$ cat config.mk
export PLATFORM = sky130hd
export DESIGN_NAME = cpu_bus_dtack_flat
export DESIGN_NICKNAME = d
export VERILOG_FILES = /design/src/rtl/cpu_bus_dtack_if.sv /design/src/rtl/cpu_bus_dtack.sv /design/src/flat_wrapper.sv
export SDC_FILE = /design/constraint.sdc
export NUM_CORES = 1
export LEC_CHECK = 0
export ABC_AREA = 0
export CAP_MARGIN = 30
export CORE_MARGIN = 1.5
export CORE_UTILIZATION = 62
export DETAILED_ROUTE_END_ITERATION = 10
export PLACE_DENSITY_LB_ADDON = 0.3
export SETUP_SLACK_MARGIN = 0.15
export SYNTH_ARGS = -nofsm -noshare
export SYNTH_HDL_FRONTEND = slang
export SYNTH_SLANG_ARGS = --single-unit
$ cat constraint.sdc
create_clock -name clk -period 4.5 [get_ports clk]
set_input_delay 0.9 -clock clk [delete_from_list [all_inputs] [get_ports clk]]
set_output_delay 0.9 -clock clk [all_outputs]
set_load 0.01 [all_outputs]
$ cat src/rtl/cpu_bus_dtack_if.sv
// ---------------------------------------------------------------------------
// cpu_bus_dtack_if
//
// Groups the 68000 bus-cycle signals seen by the DTACK/BERR controller.
//
//   cpu_as_n, cpu_ds_n          68000 address strobe and {UDS,LDS} strobes
//   ROMn .. CCHIPn              active-low chip selects from the decoder
//   vram_ready                  video RAM port granted (level)
//   rom_ack                     SDRAM arbiter has ROM data valid (level)
//   rom_req                     ROM fetch request (level)
//   cpu_dtack_n, cpu_berr_n     cycle termination back to the CPU
//   bus_busy                    controller is inside a bus cycle
//
// master: the CPU / decoder / arbiter side that drives strobes and selects.
// slave : the controller (cpu_bus_dtack).
// ---------------------------------------------------------------------------
interface cpu_bus_dtack_if;
    logic       cpu_as_n;
    logic [1:0] cpu_ds_n;
    logic       ROMn;
    logic       WORKn;
    logic       SCREENn;
    logic       COLORn;
    logic       OBJECTn;
    logic       IO0n;
    logic       IO1n;
    logic       SOUNDn;
    logic       EXTENSIONn;
    logic       PRIORITYn;
    logic       CCHIPn;
    logic       vram_ready;
    logic       rom_ack;
    logic       rom_req;
    logic       cpu_dtack_n;
    logic       cpu_berr_n;
    logic       bus_busy;

    modport master (
        output cpu_as_n,
        output cpu_ds_n,
        output ROMn,
        output WORKn,
        output SCREENn,
        output COLORn,
        output OBJECTn,
        output IO0n,
        output IO1n,
        output SOUNDn,
        output EXTENSIONn,
        output PRIORITYn,
        output CCHIPn,
        output vram_ready,
        output rom_ack,
        input  rom_req,
        input  cpu_dtack_n,
        input  cpu_berr_n,
        input  bus_busy
    );

    modport slave (
        input  cpu_as_n,
        input  cpu_ds_n,
        input  ROMn,
        input  WORKn,
        input  SCREENn,
        input  COLORn,
        input  OBJECTn,
        input  IO0n,
        input  IO1n,
        input  SOUNDn,
        input  EXTENSIONn,
        input  PRIORITYn,
        input  CCHIPn,
        input  vram_ready,
        input  rom_ack,
        output rom_req,
        output cpu_dtack_n,
        output cpu_berr_n,
        output bus_busy
    );
endinterface

$ cat src/rtl/cpu_bus_dtack.sv
// ---------------------------------------------------------------------------
// cpu_bus_dtack
//
// 68000 bus-cycle controller sitting right after the address decoder.
// Latches the chip selects when a cycle starts, then terminates the cycle
// with DTACK after a per-region wait, or with BERR when nothing answers.
// ROM accesses run a req/ack handshake with the SDRAM arbiter; video
// accesses (SCREEN/OBJECT/COLOR) wait for the video RAM port grant first.
//
// Ports:
//   clk       system clock
//   reset_n   asynchronous active-low reset
//   bus       cpu_bus_dtack_if.slave: strobes, chip selects, vram_ready,
//             rom_ack in; rom_req, cpu_dtack_n, cpu_berr_n, bus_busy out
//
// Parameters:
//   WS_WORK         wait cycles before DTACK for work RAM
//   WS_IO           wait cycles for IO0/IO1/SOUND/EXTENSION/PRIORITY/CCHIP
//   WS_VIDEO        wait cycles for video regions, counted after vram_ready
//   TIMEOUT_CYCLES  cycles spent in TIMEOUT before BERR (8-bit counter)
// ---------------------------------------------------------------------------
module cpu_bus_dtack #(
    parameter int unsigned WS_WORK        = 0,
    parameter int unsigned WS_IO          = 2,
    parameter int unsigned WS_VIDEO       = 1,
    parameter int unsigned TIMEOUT_CYCLES = 255
) (
    input  logic           clk,
    input  logic           reset_n,
    cpu_bus_dtack_if.slave bus
);

    // -----------------------------------------------------------------------
    // Constants
    // -----------------------------------------------------------------------
    localparam int SEL_W = 11;

    // Bit positions in the active-high select vector.
    localparam int SEL_ROM     = 10;
    localparam int SEL_WORK    = 9;
    localparam int SEL_VID_HI  = 8;   // SCREEN
    localparam int SEL_VID_LO  = 6;   // OBJECT
    localparam int SEL_IO_HI   = 5;   // IO0
    localparam int SEL_IO_LO   = 0;   // CCHIP

    localparam logic [7:0] WS_WORK_C  = 8'(WS_WORK);
    localparam logic [7:0] WS_IO_C    = 8'(WS_IO);
    localparam logic [7:0] WS_VIDEO_C = 8'(WS_VIDEO);
    localparam logic [7:0] TMO_LIMIT  = 8'(TIMEOUT_CYCLES);

    typedef enum logic [3:0] {
        IDLE      = 4'd0,
        DECODE    = 4'd1,
        ROM_WAIT  = 4'd2,
        ROM_DRAIN = 4'd3,
        VRAM_WAIT = 4'd4,
        WAIT      = 4'd5,
        ACK       = 4'd6,
        TIMEOUT   = 4'd7,
        BERR      = 4'd8
    } state_t;

    // -----------------------------------------------------------------------
    // State
    // -----------------------------------------------------------------------
    state_t             state_reg;
    logic [SEL_W-1:0]   sel_reg;
    logic [7:0]         wait_cnt_reg;
    logic [7:0]         tmo_cnt_reg;
    logic               rom_req_reg;
    logic               dtack_n_reg;
    logic               berr_n_reg;
    logic               busy_reg;

    // -----------------------------------------------------------------------
    // Select vector (active high), ordered by decode priority from the MSB.
    // -----------------------------------------------------------------------
    logic [SEL_W-1:0] sel_n_raw;
    logic [SEL_W-1:0] sel_raw;

    assign sel_n_raw = {bus.ROMn,      bus.WORKn,
                        bus.SCREENn,   bus.COLORn,     bus.OBJECTn,
                        bus.IO0n,      bus.IO1n,       bus.SOUNDn,
                        bus.EXTENSIONn, bus.PRIORITYn, bus.CCHIPn};

    generate
        for (genvar gi = 0; gi < SEL_W; gi++) begin : g_sel_pol
            assign sel_raw[gi] = ~sel_n_raw[gi];
        end
    endgenerate

    // Region hits, taken from the copy latched at cycle start so that select
    // glitches later in the cycle cannot redirect it.
    logic hit_rom;
    logic hit_work;
    logic hit_video;
    logic hit_io;

    assign hit_rom   = sel_reg[SEL_ROM];
    assign hit_work  = sel_reg[SEL_WORK];
    assign hit_video = |sel_reg[SEL_VID_HI:SEL_VID_LO];
    assign hit_io    = |sel_reg[SEL_IO_HI:SEL_IO_LO];

    // -----------------------------------------------------------------------
    // Cycle qualifiers
    // -----------------------------------------------------------------------
    logic cycle_start;
    logic as_released;
    logic tmo_last;

    assign cycle_start = !bus.cpu_as_n && (bus.cpu_ds_n != 2'b11);
    assign as_released = bus.cpu_as_n;

    // This TIMEOUT cycle is the last one: the count of elapsed TIMEOUT cycles
    // reaches the limit on this edge. Widened by one bit so the compare can
    // never wrap, and the counter is parked at the limit afterwards.
    assign tmo_last = ({1'b0, tmo_cnt_reg} + 9'd1) >= {1'b0, TMO_LIMIT};

    // -----------------------------------------------------------------------
    // Controller FSM with registered outputs
    // -----------------------------------------------------------------------
    always_ff @(posedge clk or negedge reset_n) begin
        if (!reset_n) begin
            state_reg    <= IDLE;
            sel_reg      <= '0;
            wait_cnt_reg <= 8'd0;
            tmo_cnt_reg  <= 8'd0;
            rom_req_reg  <= 1'b0;
            dtack_n_reg  <= 1'b1;
            berr_n_reg   <= 1'b1;
            busy_reg     <= 1'b0;
        end else begin
            case (state_reg)
                IDLE: begin
                    wait_cnt_reg <= 8'd0;
                    tmo_cnt_reg  <= 8'd0;
                    if (cycle_start) begin
                        sel_reg   <= sel_raw;
                        state_reg <= DECODE;
                        busy_reg  <= 1'b1;
                    end
                end

                DECODE: begin
                    if (as_released) begin
                        state_reg <= IDLE;
                        busy_reg  <= 1'b0;
                    end else if (hit_rom) begin
                        state_reg   <= ROM_WAIT;
                        rom_req_reg <= 1'b1;
                    end else if (hit_work) begin
                        state_reg    <= WAIT;
                        wait_cnt_reg <= WS_WORK_C;
                    end else if (hit_video) begin
                        state_reg <= VRAM_WAIT;
                    end else if (hit_io) begin
                        state_reg    <= WAIT;
                        wait_cnt_reg <= WS_IO_C;
                    end else begin
                        state_reg   <= TIMEOUT;
                        tmo_cnt_reg <= 8'd0;
                    end
                end

                ROM_WAIT: begin
                    if (as_released) begin
                        // The arbiter may already be mid-fetch; the request
                        // is kept up until it acknowledges so the SDRAM side
                        // never sees a request withdrawn unanswered.
                        if (bus.rom_ack) begin
                            rom_req_reg <= 1'b0;
                            state_reg   <= IDLE;
                            busy_reg    <= 1'b0;
                        end else begin
                            state_reg <= ROM_DRAIN;
                        end
                    end else if (bus.rom_ack) begin
                        rom_req_reg <= 1'b0;
                        dtack_n_reg <= 1'b0;
                        state_reg   <= ACK;
                    end
                end

                ROM_DRAIN: begin
                    // New strobes are ignored here; IDLE accepts them later.
                    if (bus.rom_ack) begin
                        rom_req_reg <= 1'b0;
                        state_reg   <= IDLE;
                        busy_reg    <= 1'b0;
                    end
                end

                VRAM_WAIT: begin
                    if (as_released) begin
                        state_reg <= IDLE;
                        busy_reg  <= 1'b0;
                    end else if (bus.vram_ready) begin
                        state_reg    <= WAIT;
                        wait_cnt_reg <= WS_VIDEO_C;
                    end
                end

                WAIT: begin
                    if (as_released) begin
                        state_reg <= IDLE;
                        busy_reg  <= 1'b0;
                    end else if (wait_cnt_reg == 8'd0) begin
                        dtack_n_reg <= 1'b0;
                        state_reg   <= ACK;
                    end else begin
                        wait_cnt_reg <= wait_cnt_reg - 8'd1;
                    end
                end

                ACK: begin
                    if (as_released) begin
                        dtack_n_reg <= 1'b1;
                        state_reg   <= IDLE;
                        busy_reg    <= 1'b0;
                    end
                end

                TIMEOUT: begin
                    if (as_released) begin
                        state_reg <= IDLE;
                        busy_reg  <= 1'b0;
                    end else if (tmo_last) begin
                        tmo_cnt_reg <= TMO_LIMIT;
                        berr_n_reg  <= 1'b0;
                        state_reg   <= BERR;
                    end else begin
                        tmo_cnt_reg <= tmo_cnt_reg + 8'd1;
                    end
                end

                BERR: begin
                    if (as_released) begin
                        berr_n_reg <= 1'b1;
                        state_reg  <= IDLE;
                        busy_reg   <= 1'b0;
                    end
                end

                default: begin
                    state_reg    <= IDLE;
                    wait_cnt_reg <= 8'd0;
                    tmo_cnt_reg  <= 8'd0;
                    rom_req_reg  <= 1'b0;
                    dtack_n_reg  <= 1'b1;
                    berr_n_reg   <= 1'b1;
                    busy_reg     <= 1'b0;
                end
            endcase
        end
    end

    // -----------------------------------------------------------------------
    // Outputs
    // -----------------------------------------------------------------------
    assign bus.rom_req     = rom_req_reg;
    assign bus.cpu_dtack_n = dtack_n_reg;
    assign bus.cpu_berr_n  = berr_n_reg;
    assign bus.bus_busy    = busy_reg;

endmodule

$ cat src/flat_wrapper.sv
// flat-port wrapper written by rule: the top's interface ports become plain ports
module cpu_bus_dtack_flat 
#(
    parameter int unsigned WS_WORK        = 0,
    parameter int unsigned WS_IO          = 2,
    parameter int unsigned WS_VIDEO       = 1,
    parameter int unsigned TIMEOUT_CYCLES = 255
)
  (clk, reset_n, bus_cpu_as_n, bus_cpu_ds_n, bus_ROMn, bus_WORKn, bus_SCREENn, bus_COLORn, bus_OBJECTn, bus_IO0n, bus_IO1n, bus_SOUNDn, bus_EXTENSIONn, bus_PRIORITYn, bus_CCHIPn, bus_vram_ready, bus_rom_ack, bus_rom_req, bus_cpu_dtack_n, bus_cpu_berr_n, bus_bus_busy);
  cpu_bus_dtack_if bus_i ();
  input  logic clk;
  input  logic reset_n;
  input wire logic [$bits(bus_i.cpu_as_n)-1:0] bus_cpu_as_n;
  input wire logic [$bits(bus_i.cpu_ds_n)-1:0] bus_cpu_ds_n;
  input wire logic [$bits(bus_i.ROMn)-1:0] bus_ROMn;
  input wire logic [$bits(bus_i.WORKn)-1:0] bus_WORKn;
  input wire logic [$bits(bus_i.SCREENn)-1:0] bus_SCREENn;
  input wire logic [$bits(bus_i.COLORn)-1:0] bus_COLORn;
  input wire logic [$bits(bus_i.OBJECTn)-1:0] bus_OBJECTn;
  input wire logic [$bits(bus_i.IO0n)-1:0] bus_IO0n;
  input wire logic [$bits(bus_i.IO1n)-1:0] bus_IO1n;
  input wire logic [$bits(bus_i.SOUNDn)-1:0] bus_SOUNDn;
  input wire logic [$bits(bus_i.EXTENSIONn)-1:0] bus_EXTENSIONn;
  input wire logic [$bits(bus_i.PRIORITYn)-1:0] bus_PRIORITYn;
  input wire logic [$bits(bus_i.CCHIPn)-1:0] bus_CCHIPn;
  input wire logic [$bits(bus_i.vram_ready)-1:0] bus_vram_ready;
  input wire logic [$bits(bus_i.rom_ack)-1:0] bus_rom_ack;
  output wire logic [$bits(bus_i.rom_req)-1:0] bus_rom_req;
  output wire logic [$bits(bus_i.cpu_dtack_n)-1:0] bus_cpu_dtack_n;
  output wire logic [$bits(bus_i.cpu_berr_n)-1:0] bus_cpu_berr_n;
  output wire logic [$bits(bus_i.bus_busy)-1:0] bus_bus_busy;
  assign bus_i.cpu_as_n = bus_cpu_as_n;
  assign bus_i.cpu_ds_n = bus_cpu_ds_n;
  assign bus_i.ROMn = bus_ROMn;
  assign bus_i.WORKn = bus_WORKn;
  assign bus_i.SCREENn = bus_SCREENn;
  assign bus_i.COLORn = bus_COLORn;
  assign bus_i.OBJECTn = bus_OBJECTn;
  assign bus_i.IO0n = bus_IO0n;
  assign bus_i.IO1n = bus_IO1n;
  assign bus_i.SOUNDn = bus_SOUNDn;
  assign bus_i.EXTENSIONn = bus_EXTENSIONn;
  assign bus_i.PRIORITYn = bus_PRIORITYn;
  assign bus_i.CCHIPn = bus_CCHIPn;
  assign bus_i.vram_ready = bus_vram_ready;
  assign bus_i.rom_ack = bus_rom_ack;
  assign bus_rom_req = bus_i.rom_req;
  assign bus_cpu_dtack_n = bus_i.cpu_dtack_n;
  assign bus_cpu_berr_n = bus_i.cpu_berr_n;
  assign bus_bus_busy = bus_i.bus_busy;
  cpu_bus_dtack #(.WS_WORK(WS_WORK), .WS_IO(WS_IO), .WS_VIDEO(WS_VIDEO), .TIMEOUT_CYCLES(TIMEOUT_CYCLES)) u_core (.clk(clk), .reset_n(reset_n), .bus(bus_i));
endmodule
-- Word-level counts from Yosys, hierarchy flattened
Index checks and enable logic that the tools add are counted.
- register bits after elaboration: 35
- logic and storage cells: 141
- add/subtract/negate cells: 3
- $lt $le $gt $ge: 1
- eq/ne operators: 38
- mux-type cells: 53
- bitwise logic cells: 16
- reduce and logical (&&, ||, !) cells: 22
- operators by type and width (cell ; count):
    $mux W8 ; 16
    $mux W4 ; 15
    $ne A2 B2 Y1 const B ; 17
    $pmux W4 S8 ; 1
    $pmux W8 S4 ; 1
    $reduce_or A6 Y1 ; 5
    $pmux W8 S3 ; 1
    $eq A4 B3 Y1 const B ; 4
    $not A1 Y1 ; 16
    $ne A2 B1 Y1 const B ; 7
    $reduce_and A7 Y1 ; 2
    $mux W1 ; 13
    $add A8 B1 Y9 const B ; 1
    $ge A9 B8 Y1 const B ; 1
    $ne A3 B2 Y1 const B ; 3
    $reduce_and A9 Y1 ; 1
    $add A8 B1 Y8 const B ; 1
    $eq A4 B2 Y1 const B ; 2
    $logic_not A8 Y1 ; 1
    $pmux W1 S4 ; 2
    $reduce_and A4 Y1 ; 2
    $sub A8 B1 Y8 const B ; 1
    $reduce_or A7 Y1 ; 1
    $ne A3 B3 Y1 const B ; 2
    other kinds (14) ; 17

-- Longest topological paths before layout
Gate-level depths: netlist of the first run.
- word-level depth: 7
- gate-level depth with buffers: 8
- depth with buffers taken out: 7

-- Worst setup path before layout of the first run
No wires, ideal clock.
- path kind: in2reg
- start: input bus_vram_ready
- end: register u_core.wait_cnt_reg[1]
- setup time: 0.128 ns
- arrival time: 2.058 ns
- data required time: 4.372 ns
- slack: 2.315 ns
- stages on the path: 5
- buffers on the path: 0
- cells stage by stage: or2_2 -> a211o_1 -> o311ai_2 -> o21bai_2 -> mux2_1
- longest elaborated chain between the ends: 2
- RTL lines (item ; RTL line ; RTL):
    from (decl) ; flat_wrapper.sv:26 ; input wire logic [$bits(bus_i.vram_ready)-1:0] bus_vram_ready;
    $ne A2 B2 Y1 (no source line) ; n/a ;
    $reduce_and A9 Y1 (no source line) ; n/a ;
    to (signal assigned) ; cpu_bus_dtack.sv:211 ; wait_cnt_reg <= wait_cnt_reg - 8'd1;
    to (decl) ; cpu_bus_dtack.sv:68 ; logic [7:0] wait_cnt_reg;
No other way between the ends.
A chain may end at the register's enable or synchronous reset.

-- Worst setup path after layout of the first run
- start: input bus_cpu_as_n
- end: register u_core.wait_cnt_reg[1]
- longest elaborated chain between the ends: 2
- elaborated cells between the ends (all ways): 4
- RTL lines (item ; RTL line ; RTL):
    from (decl) ; flat_wrapper.sv:13 ; input wire logic [$bits(bus_i.cpu_as_n)-1:0] bus_cpu_as_n;
    $ne A2 B2 Y1 (no source line) ; n/a ;
    $reduce_and A9 Y1 (no source line) (*) ; n/a ;
Every way passes the cells marked *; elsewhere a longest branch is shown, timed or not.

==> run_results.csv, run 1 <==
group,metric,value,unit
synthesis,synth_cells,262,
pwr,p_leak,1.067,nW
sta,tns,0,ns
routing,drt-wirelength-per-cell,15.16,µm
synthesis,avgSynthCellArea,8.811,µm²
global_route,antenna_found_initial,0,
critical_path,crit_path_end_kind,"flop",
synthesis,synth-seq-cells,35,
floorplanning,num_rows,21,
clock_network,holdBufCountCts,0,
pwr,powerDensity,524.5,nW/µm²
layout,nets,297,
global_route,grt_pass1_vias,1891,
layout,drive_above_1_share,0.1014,
routing,drt_iter0_markers,155,
global_route,gr-total-overflow,0,
synthesis,synth_cell_type_count,64,
sta,post-route-period-util,0.6412,
global_route,grt_max_degree,36,
critical_path,required,4.67,ns
global_route,grt_use_met1,0.3616,
critical_path,crit_arrival,3.06,ns
synthesis,netlist_area,2308,µm²
floorplanning,start_util,0.6707,
floorplanning,die_area,4099,µm²
clock_network,clk_pin_slew_worst_paths,0.07,ns
layout,final_cell_area,2608,µm²
synthesis,yosys.area.top_type,"dfrtp_1",
global_route,grt.total_usage,0.2653,
sta,skew,0.007455,ns
clock_network,htree_levels,2,
place,gp_congestion,0.8570,
layout,diodes,0,
critical_path,path_cells,"clkdlybuf4s50_1 > nor2_1 > a211o_1 > o311ai_2 > o21bai_2 > mux2_1",
flow_run,drv_cap,0,
routing,drc,0,
synthesis,synthAdderAreaFrac,0.02168,
synthesis,ys_top_cells_by_count,"dfrtp_1 (33), nor2_1 (32), a21oi_1 (28), nand2_1 (23), o21ai_0 (13)",
critical_path,rrSetupSlack,2.23,ns
clock_network,clock_sinks,35,
sta,tightest_slew,0.7264,ns
synthesis,yosysTopAreaCellShare,0.3577,
global_route,grt_use_met2,0.4128,
synthesis,synth_xor_xnor_area_share,0.007588,
synthesis,synth_ff_type,"dfrtp_1",
clock_network,cts-resized-gates,0,
synthesis,synth_fp_nets,284,
sta,fmax,0.3466,GHz
sta,relSlewSlack,0.5142,
synthesis,synth-simple-area-share,0.2602,
critical_path,crit_slowest_cell,"clkdlybuf4s50_1",
clock_network,clockBufferDepth,2,
sta,finalSetupViolations,0,
sta,fin_crit,2.885,ns
place,dp_cells,314,
clock_network,clk_latency,0.29,ns
floorplanning,die_y,64.02,µm
layout,area_growth,12.95,%
routing,wirelength,4882,µm
sta,rsz0062_at_grt,"false",
routing,drt-vias-per-instance,6.230,
routing,ant_nets,0,
synthesis,yosys.cell_count.top_type,"dfrtp_1",
synthesis,async_reset_ff_frac,1.000,
place,portBuffers,21,
floorplanning,die_w,64.02,µm
clock_network,cts_tree,"yes",
global_route,grt_use_met3,0.06514,
clock_network,clock_tree.root_cell,"clkbuf_8",
place,dpl_cell_area,2507,µm²
floorplanning,core_area,3442,µm²
clock_network,cts_buffers,5,
min_path,hp-class,"flop to flop",
status,status,"finished clean",
synthesis,ys_seq_area_frac,0.3805,
synthesis,synth_enable_flop_cells,0,
layout,instances_no_fill,322,
synthesis,synth_top_family_by_area,"compound AO/OA/AOI/OAI gates",
critical_path,cp-start-kind,"primary input",
floorplanning,io_pins,22,
sta,holdWs,0.4798,ns
critical_path,cpPeakStageDelay,0.94,ns
critical_path,worst-setup-path-type,"primary input to flop",
synthesis,muxShareOfSynthArea,0.02222,
synthesis,yosysWarnings,0,
synthesis,synth_area_leaders,"dfrtp_1 (36%), a21oi_1 (6.1%), nor2_1 (5.2%)",
pwr,ir_drop,0.2997,mV
clock_network,postCtsSetupBuffers,0,
routing,vias,2006,
global_route,top_usage_layer,"met2",
routing,dr.pass1.iters,5,
synthesis,synth_compound_area_frac,0.2650,
global_route,grt_pass1_wl,8583,µm
sta,final-hold-violation-count,0,
layout,largest_reg_flops,11,
critical_path,crit_fanout,21,
place,dp_hpwl,3436,µm
sta,final_max_slew_viol_count,0,
==> worst max-delay path, delay by kind of cell <==
kind | cells | cell delay (ns)
buffers and inverters | 1 | 0.94
AO/OA/AOI/OAI | 3 | 0.73
AND/OR/NAND/NOR | 1 | 0.14
multiplexers | 1 | 0.34
==> cell usage in the layout (no fill, tap or decap), types with 2 or more instances in the layout <==
master            n
a22o_1            2
a31oi_1           3
clkdlybuf4s50_1  21
o22ai_1           3
nor2_1           32
nor3_1            6
mux2i_1           4
inv_1             6
nand2b_1          6
ha_1              4
a21o_1            5
nand3b_1          2
nor4_1            2
nor4_4            2
nand2_1          23
a211o_1           2
o21ai_0          13
o211ai_1          3
nand4_1           2
nand3_1           9
o31ai_1           5
and2_1            2
clkbuf_8          7
or2_2             2
dfstp_2           2
o2bb2ai_1         2
dfrtp_1          33
a21oi_1          28
a22oi_1           4
nor2b_1           6
o22a_1            2
==> per-stage QoR <==
step	setup WS [ns]	util	total power [mW]
6_report	1.615	0.7575	1.368
4_1_cts	1.644	0.7575	1.369
3_3_place_gp	1.390	0.7285	1.091
3_5_place_dp	1.339	0.7285	1.112
2_1_floorplan	2.315	-	0.9869
5_1_grt	1.453	0.7575	1.470
==> cells by family after synthesis <==
logic type | after synthesis
simple gates | 108
compound gates | 86
flops | 35
buf+inv | 22
mux | 5
fa+ha+maj | 4
xor+xnor | 2
==> path summary, 6_finish.rpt <==
kind / startpoint / endpoint / cells after the start
min in group asynchronous: reset_n / u_core.tmo_cnt_reg[3] / 2
worst min-delay path: u_core.wait_cnt_reg[7] / u_core.wait_cnt_reg[7] / 1
worst min register to register: u_core.wait_cnt_reg[7] / u_core.wait_cnt_reg[7] / 1
worst max register to register: u_core.state_reg[2] / u_core.state_reg[2] / 5
worst max-delay path: bus_cpu_as_n / u_core.wait_cnt_reg[1] / 6
max in group asynchronous: reset_n / u_core.bus.cpu_berr_n / 2
==> where the power goes <==
part	total (mW)	leakage, nW	internal (mW)	switching [mW]
Combinational	0.583	0.575	0.261	0.322
Clock	0.252	0.0515	0.140	0.112
Sequential	0.533	0.441	0.404	0.129
==> cell type report <==
type	instances	area (µm²)
multi-input combinational	205	1331
sequential	35	878.3
fill	245	834.6
timing repair buffer	22	217.7
clock buffer	8	100.1
tap	46	57.56
inverter	6	22.52
==> per-layer routing <==
layer	share of wire	vias to the layer above
met2	0.48	66
met4	0.019	0
met1	0.44	941
met5	0	-
li1	-	985
met3	0.057	14
(Power assumes the default switching activity.)
==> inputs of run 2 (changes only) <==
Settings changed: CORE_UTILIZATION 62 to 57.
Clock period 4.5 ns to 2.7 ns, I/O delays scaled along.
==> run 2 against run 1 <==
Compared with the run above: design area grew 1.3%; worst setup slack lost 1.0 ns; wire length grew 1.1%; die area grew 8.4%; non-clock buffer count grew 7.
==> run_results.csv, run 2 (same netlist as run 1, synthesis figures left out) <==
group,metric,value,unit
routing,ant_nets,0,
routing,wl_met2,2284,µm
sta,post-route-period-util,0.7793,
clock_network,clk_latency,0.29,ns
floorplanning,die_y,66.64,µm
critical_path,r2r-start,"u_core.state_reg[1]",
global_route,grt_max_degree,36,
min_path,hold_start,"u_core.wait_cnt_reg[7]",
floorplanning,num_rows,22,
routing,drc,0,
critical_path,crit_path_end_kind,"flop",
sta,holdWs,0.4883,ns
routing,drt-wirelength-per-cell,14.92,µm
pwr,p_leak,1.090,nW
clock_network,clk_pin_slew_worst_paths,0.07,ns
layout,area_growth,14.47,%
sta,rsz0062_at_grt,"false",
global_route,gr-total-overflow,0,
clock_network,postCtsSetupBuffers,0,
pwr,powerDensity,851.1,nW/µm²
floorplanning,io_pins,22,
layout,layout_common_cells,"dfrtp_1 (33), nor2_1 (32), a21oi_1 (28)",
min_path,hp-class,"flop to flop",
routing,wirelength,4938,µm
sta,finalSetupViolations,0,
layout,nets,304,
layout,largest_reg_flops,11,
critical_path,timing.rr.end,"u_core.wait_cnt_reg[1]",
clock_network,clockBufferDepth,2,
global_route,grt.total_usage,0.2546,
clock_network,cts-resized-gates,0,
global_route,grt_pass1_vias,1851,
critical_path,required,2.88,ns
routing,dr.max_layer_used,"met4",
routing,drt_iter0_markers,110,
critical_path,crit_path_start,"u_core.state_reg[1]",
layout,diodes,0,
critical_path,r2r_cells,5,
floorplanning,die_w,66.64,µm
layout,drive_above_1_share,0.1166,
sta,final_max_slew_viol_count,0,
pwr,ir_drop,0.5448,mV
routing,vias,2024,
sta,skew,0.009436,ns
place,dp_hpwl,3535,µm
sta,tightest_slew,0.4901,ns
sta,fin_crit,2.104,ns
clock_network,clock_sinks,35,
global_route,antenna_found_initial,0,
sta,relSlewSlack,0.6724,
layout,layout_commonest_cell,"dfrtp_1",
sta,fmax,0.4753,GHz
clock_network,htree_levels,2,
routing,drt-vias-per-instance,6.115,
sta,final-hold-violation-count,0,
routing,routedLengthMet1,2303,µm
critical_path,cp-start-kind,"flop",
floorplanning,core_area,3771,µm²
critical_path,rrSetupSlack,0.60,ns
clock_network,cts_tree,"yes",
min_path,hold_path_depth,1,
floorplanning,die_area,4441,µm²
critical_path,worst-setup-path-type,"flop to flop",
critical_path,crit_fanout,13,
sta,tns,0,ns
critical_path,crit_arrival,2.28,ns
routing,dr.pass1.iters,4,
min_path,min_to,"u_core.wait_cnt_reg[7]",
global_route,grt_pass1_wl,8597,µm
routing,dr_wl_met3,273,µm
clock_network,cts_buffers,5,
clock_network,holdBufCountCts,0,
place,gp_congestion,0.8264,
flow_run,drv_cap,0,
clock_network,clock_tree.root_cell,"clkbuf_8",
place,portBuffers,21,
layout,fillerInstances,304,
status,status,"finished clean",
floorplanning,start_util,0.6121,
run 2: cell count changes in the layout (fill, tap and decap cells not counted):
cell      before  now
buf_4          1    8
clkbuf_1       1    3
clkbuf_8       7    5
run 2: worst max-delay path by stage:
stage / end / cells after the start / slack [ns]
2_1_floorplan: u_core.wait_cnt_reg[1] / 5 / 0.87
3_3_place_gp: u_core.wait_cnt_reg[1] / 6 / 0.39
3_5_place_dp: u_core.wait_cnt_reg[1] / 6 / 0.36
4_1_cts: u_core.state_reg[1] / 7 / 0.59
5_1_grt: u_core.state_reg[1] / 7 / 0.40
6_report: u_core.wait_cnt_reg[1] / 5 / 0.60
run 2: metal layers:
layer  vias up  GRT usage
li1        997          -
met1       956     0.3557
met2        62     0.3925
met3         9    0.05405
met4         0    0.08418
met5         -          0
run 2: layout make-up:
type	count	area [µm²]	area share
Tap cell	48	60.06	0.02273
Clock buffer	8	80.08	0.03030
Sequential cell	35	878.3	0.3324
Multi-Input combinational cell	205	1331	0.5038
Timing Repair Buffer	29	270.3	0.1023
Inverter	6	22.52	0.008523
run 2: report_power, final:
part / leakage (nW) / internal [mW] / switching [mW]
Clock: 0.0395 / 0.183 / 0.177
Combinational: 0.610 / 0.463 / 0.574
Sequential: 0.441 / 0.675 / 0.178
run 2: critical path, stage by stage, from the launching register on:
cell,delay [ns]
dfrtp_1,0.51
and2b_1,0.32
nand2_1,0.12
o311ai_2,0.48
o21bai_2,0.23
mux2_1,0.33
run 2: through the flow:
stage	total power, mW	setup WS [ns]	cells	area, µm²	utilization
3_3_place_gp	1.853	0.3938	323	2562	0.6795
5_1_grt	2.434	0.4036	331	2643	0.7007
2_1_floorplan	1.645	0.8747	262	2308	-
4_1_cts	2.258	0.5853	331	2643	0.7007
3_5_place_dp	1.885	0.3559	323	2562	0.6795
6_report	2.249	0.5958	331	2643	0.7007
==> inputs of run 3 (changes only) <==
Clock period 2.7 ns to 2 ns, I/O delays scaled along.
==> run 3 against run 2 <==
Compared with the run above: critical path depth increased by 2; largest cell class unchanged; clock-buffer cell count fell by 2; clock power grew 87%; first-iteration DRC count up 21%; flip-flop and latch count stayed put; critical path type is now primary input to flop; combinational power grew 77%; sequential power grew 35%; hold slack gained 0.017 ns; critical endpoint is now u_core.tmo_cnt_reg[4]; cell count is 8.5% higher.
==> run_results.csv, run 3 (same netlist as run 1, synthesis figures left out) <==
group,metric,value,unit
status,status,"finished clean",
global_route,grt.total_usage,0.2888,
layout,instances_no_fill,359,
floorplanning,num_rows,22,
floorplanning,die_w,66.64,µm
clock_network,holdBufCountCts,0,
global_route,grt_pass1_wl,9729,µm
min_path,hp-class,"flop to flop",
sta,final-hold-violation-count,0,
layout,ff_latch_area,888.4,µm²
clock_network,cts_buffers,5,
critical_path,required,2.19,ns
critical_path,cp-start-kind,"primary input",
routing,drt-wirelength-per-cell,16.52,µm
sta,tightest_slew,0.4565,ns
clock_network,cts_tree,"yes",
floorplanning,die_area,4441,µm²
critical_path,timing.rr.end,"u_core.wait_cnt_reg[7]",
floorplanning,io_pins,22,
clock_network,htree_levels,2,
routing,wirelength,5931,µm
floorplanning,start_util,0.6121,
layout,largest_reg_flops,11,
clock_network,clk_latency,0.29,ns
critical_path,r2r_cells,4,
sta,rsz0062_at_grt,"true",
sta,skew,0.01265,ns
floorplanning,core_area,3771,µm²
sta,fmax,0.5363,GHz
routing,drt-vias-per-instance,6.106,
min_path,min_to,"u_core.bus.cpu_dtack_n",
layout,diodes,0,
routing,drt_iter0_markers,133,
min_path,hold_path_depth,2,
critical_path,crit_fanout,9,
pwr,powerDensity,1234,nW/µm²
routing,vias,2192,
flow_run,drv_cap,0,
global_route,gr-total-overflow,0,
sta,relSlewSlack,0.6957,
critical_path,worst-setup-path-type,"primary input to flop",
routing,ant_nets,0,
place,dp_cells,345,
clock_network,clock_sinks,35,
critical_path,crit_path_end_kind,"flop",
clock_network,clock_tree.root_cell,"clkbuf_8",
pwr,p_leak,1.253,nW
place,gp_congestion,0.8866,
floorplanning,die_y,66.64,µm
layout,nets,332,
layout,multi_input_area,1380,µm²
layout,layout_commonest_cell,"buf_4",
layout,fillerInstances,234,
place,portBuffers,21,
pwr,power,3.666,mW
global_route,grt_max_degree,36,
sta,fin_crit,1.865,ns
pwr,ir_drop,0.9500,mV
routing,drc,0,
critical_path,crit_arrival,2.05,ns
routing,dr.pass1.iters,4,
layout,layout_common_cells,"buf_4 (33), nor2_1 (30), a21oi_1 (28)",
critical_path,r2r-start,"u_core.state_reg[1]",
layout,area_growth,28.73,%
global_route,antenna_found_initial,0,
critical_path,rrSetupSlack,0.14,ns
sta,finalSetupViolations,0,
clock_network,clk_pin_slew_worst_paths,0.07,ns
sta,post-route-period-util,0.9324,
global_route,grt_pass1_vias,2104,
min_path,hold_start,"u_core.bus.cpu_dtack_n",
sta,final_max_slew_viol_count,0,
clock_network,clockBufferDepth,2,
layout,drive_above_1_share,0.2637,
place,dp_hpwl,4183,µm
## run 3: cell types whose count changed in the layout (fill, tap and decap cells not counted), moves of 3 or more
cell / previous run / this run
buf_4: 8 / 33
dfrtp_2: 0 / 8
dfrtp_1: 33 / 25
clkbuf_1: 3 / 0
## run 3: how the worst max path moves through the flow
stage,start,endpoint,slack (ns),depth (start not counted)
finish,bus_cpu_as_n,u_core.tmo_cnt_reg[4],0.14,7
global route,u_core.state_reg[2],u_core.state_reg[2],0.1,5
CTS,u_core.state_reg[1],u_core.wait_cnt_reg[7],0.13,4
detailed placement,bus_cpu_as_n,u_core.tmo_cnt_reg[0],-0.19,7
global placement,bus_cpu_as_n,u_core.tmo_cnt_reg[2],-0.08,7
floorplan,u_core.state_reg[0],u_core.wait_cnt_reg[1],0.20,6
## run 3: worst max-delay path: stages
cell and delay [ns]:
clkdlybuf4s50_1 0.46, buf_4 0.19, and3b_1 0.22, o21ai_0 0.09
a32o_2 0.36, buf_4 0.15, a21o_1 0.16
## run 3: through the flow
stage | hold slack (ns) | cell area (µm²) | setup TNS [ns] | utilization | setup slack, ns
floorplan | 0.1044 | 2308 | 0 | - | 0.1952
global placement | 0.4754 | 2753 | -0.3463 | 0.7299 | -0.07805
detailed placement | 0.4856 | 2753 | -1.293 | 0.7299 | -0.1896
CTS | 0.5083 | 2900 | 0 | 0.7691 | 0.1301
global route | 0.5288 | 2972 | 0 | 0.7880 | 0.09883
finish | 0.5050 | 2972 | 0 | 0.7880 | 0.1352
## run 3: metal layers
metal | routed length (µm) | vias to the layer above | GRT usage
li1 | - | 1056 | -
met1 | 2645 | 1056 | 0.3853
met2 | 2917 | 69 | 0.4563
met3 | 264 | 11 | 0.05405
met4 | 104 | 0 | 0.1276
met5 | 0 | - | 0
## run 3: cell type report
cell class	count	area share
well taps	48	0.02021
multi-input cells	205	0.4644
clock buffers	6	0.02779
inverters	6	0.007579
clock inverters	2	0.01179
flip-flops and latches	35	0.2989
repair buffers	57	0.1693
## run 3: repair_timing
action,CTS,global route
buffers inserted,0,6
setup endpoints to repair,8,12
pin swaps,1,2
resized for setup,10,11
## run 3: where the power goes
group | internal [mW] | switching, mW | leakage (nW) | total [mW]
registers | 0.915 | 0.236 | 0.429 | 1.15
clock network | 0.404 | 0.268 | 0.0612 | 0.672
logic | 0.905 | 0.937 | 0.763 | 1.84
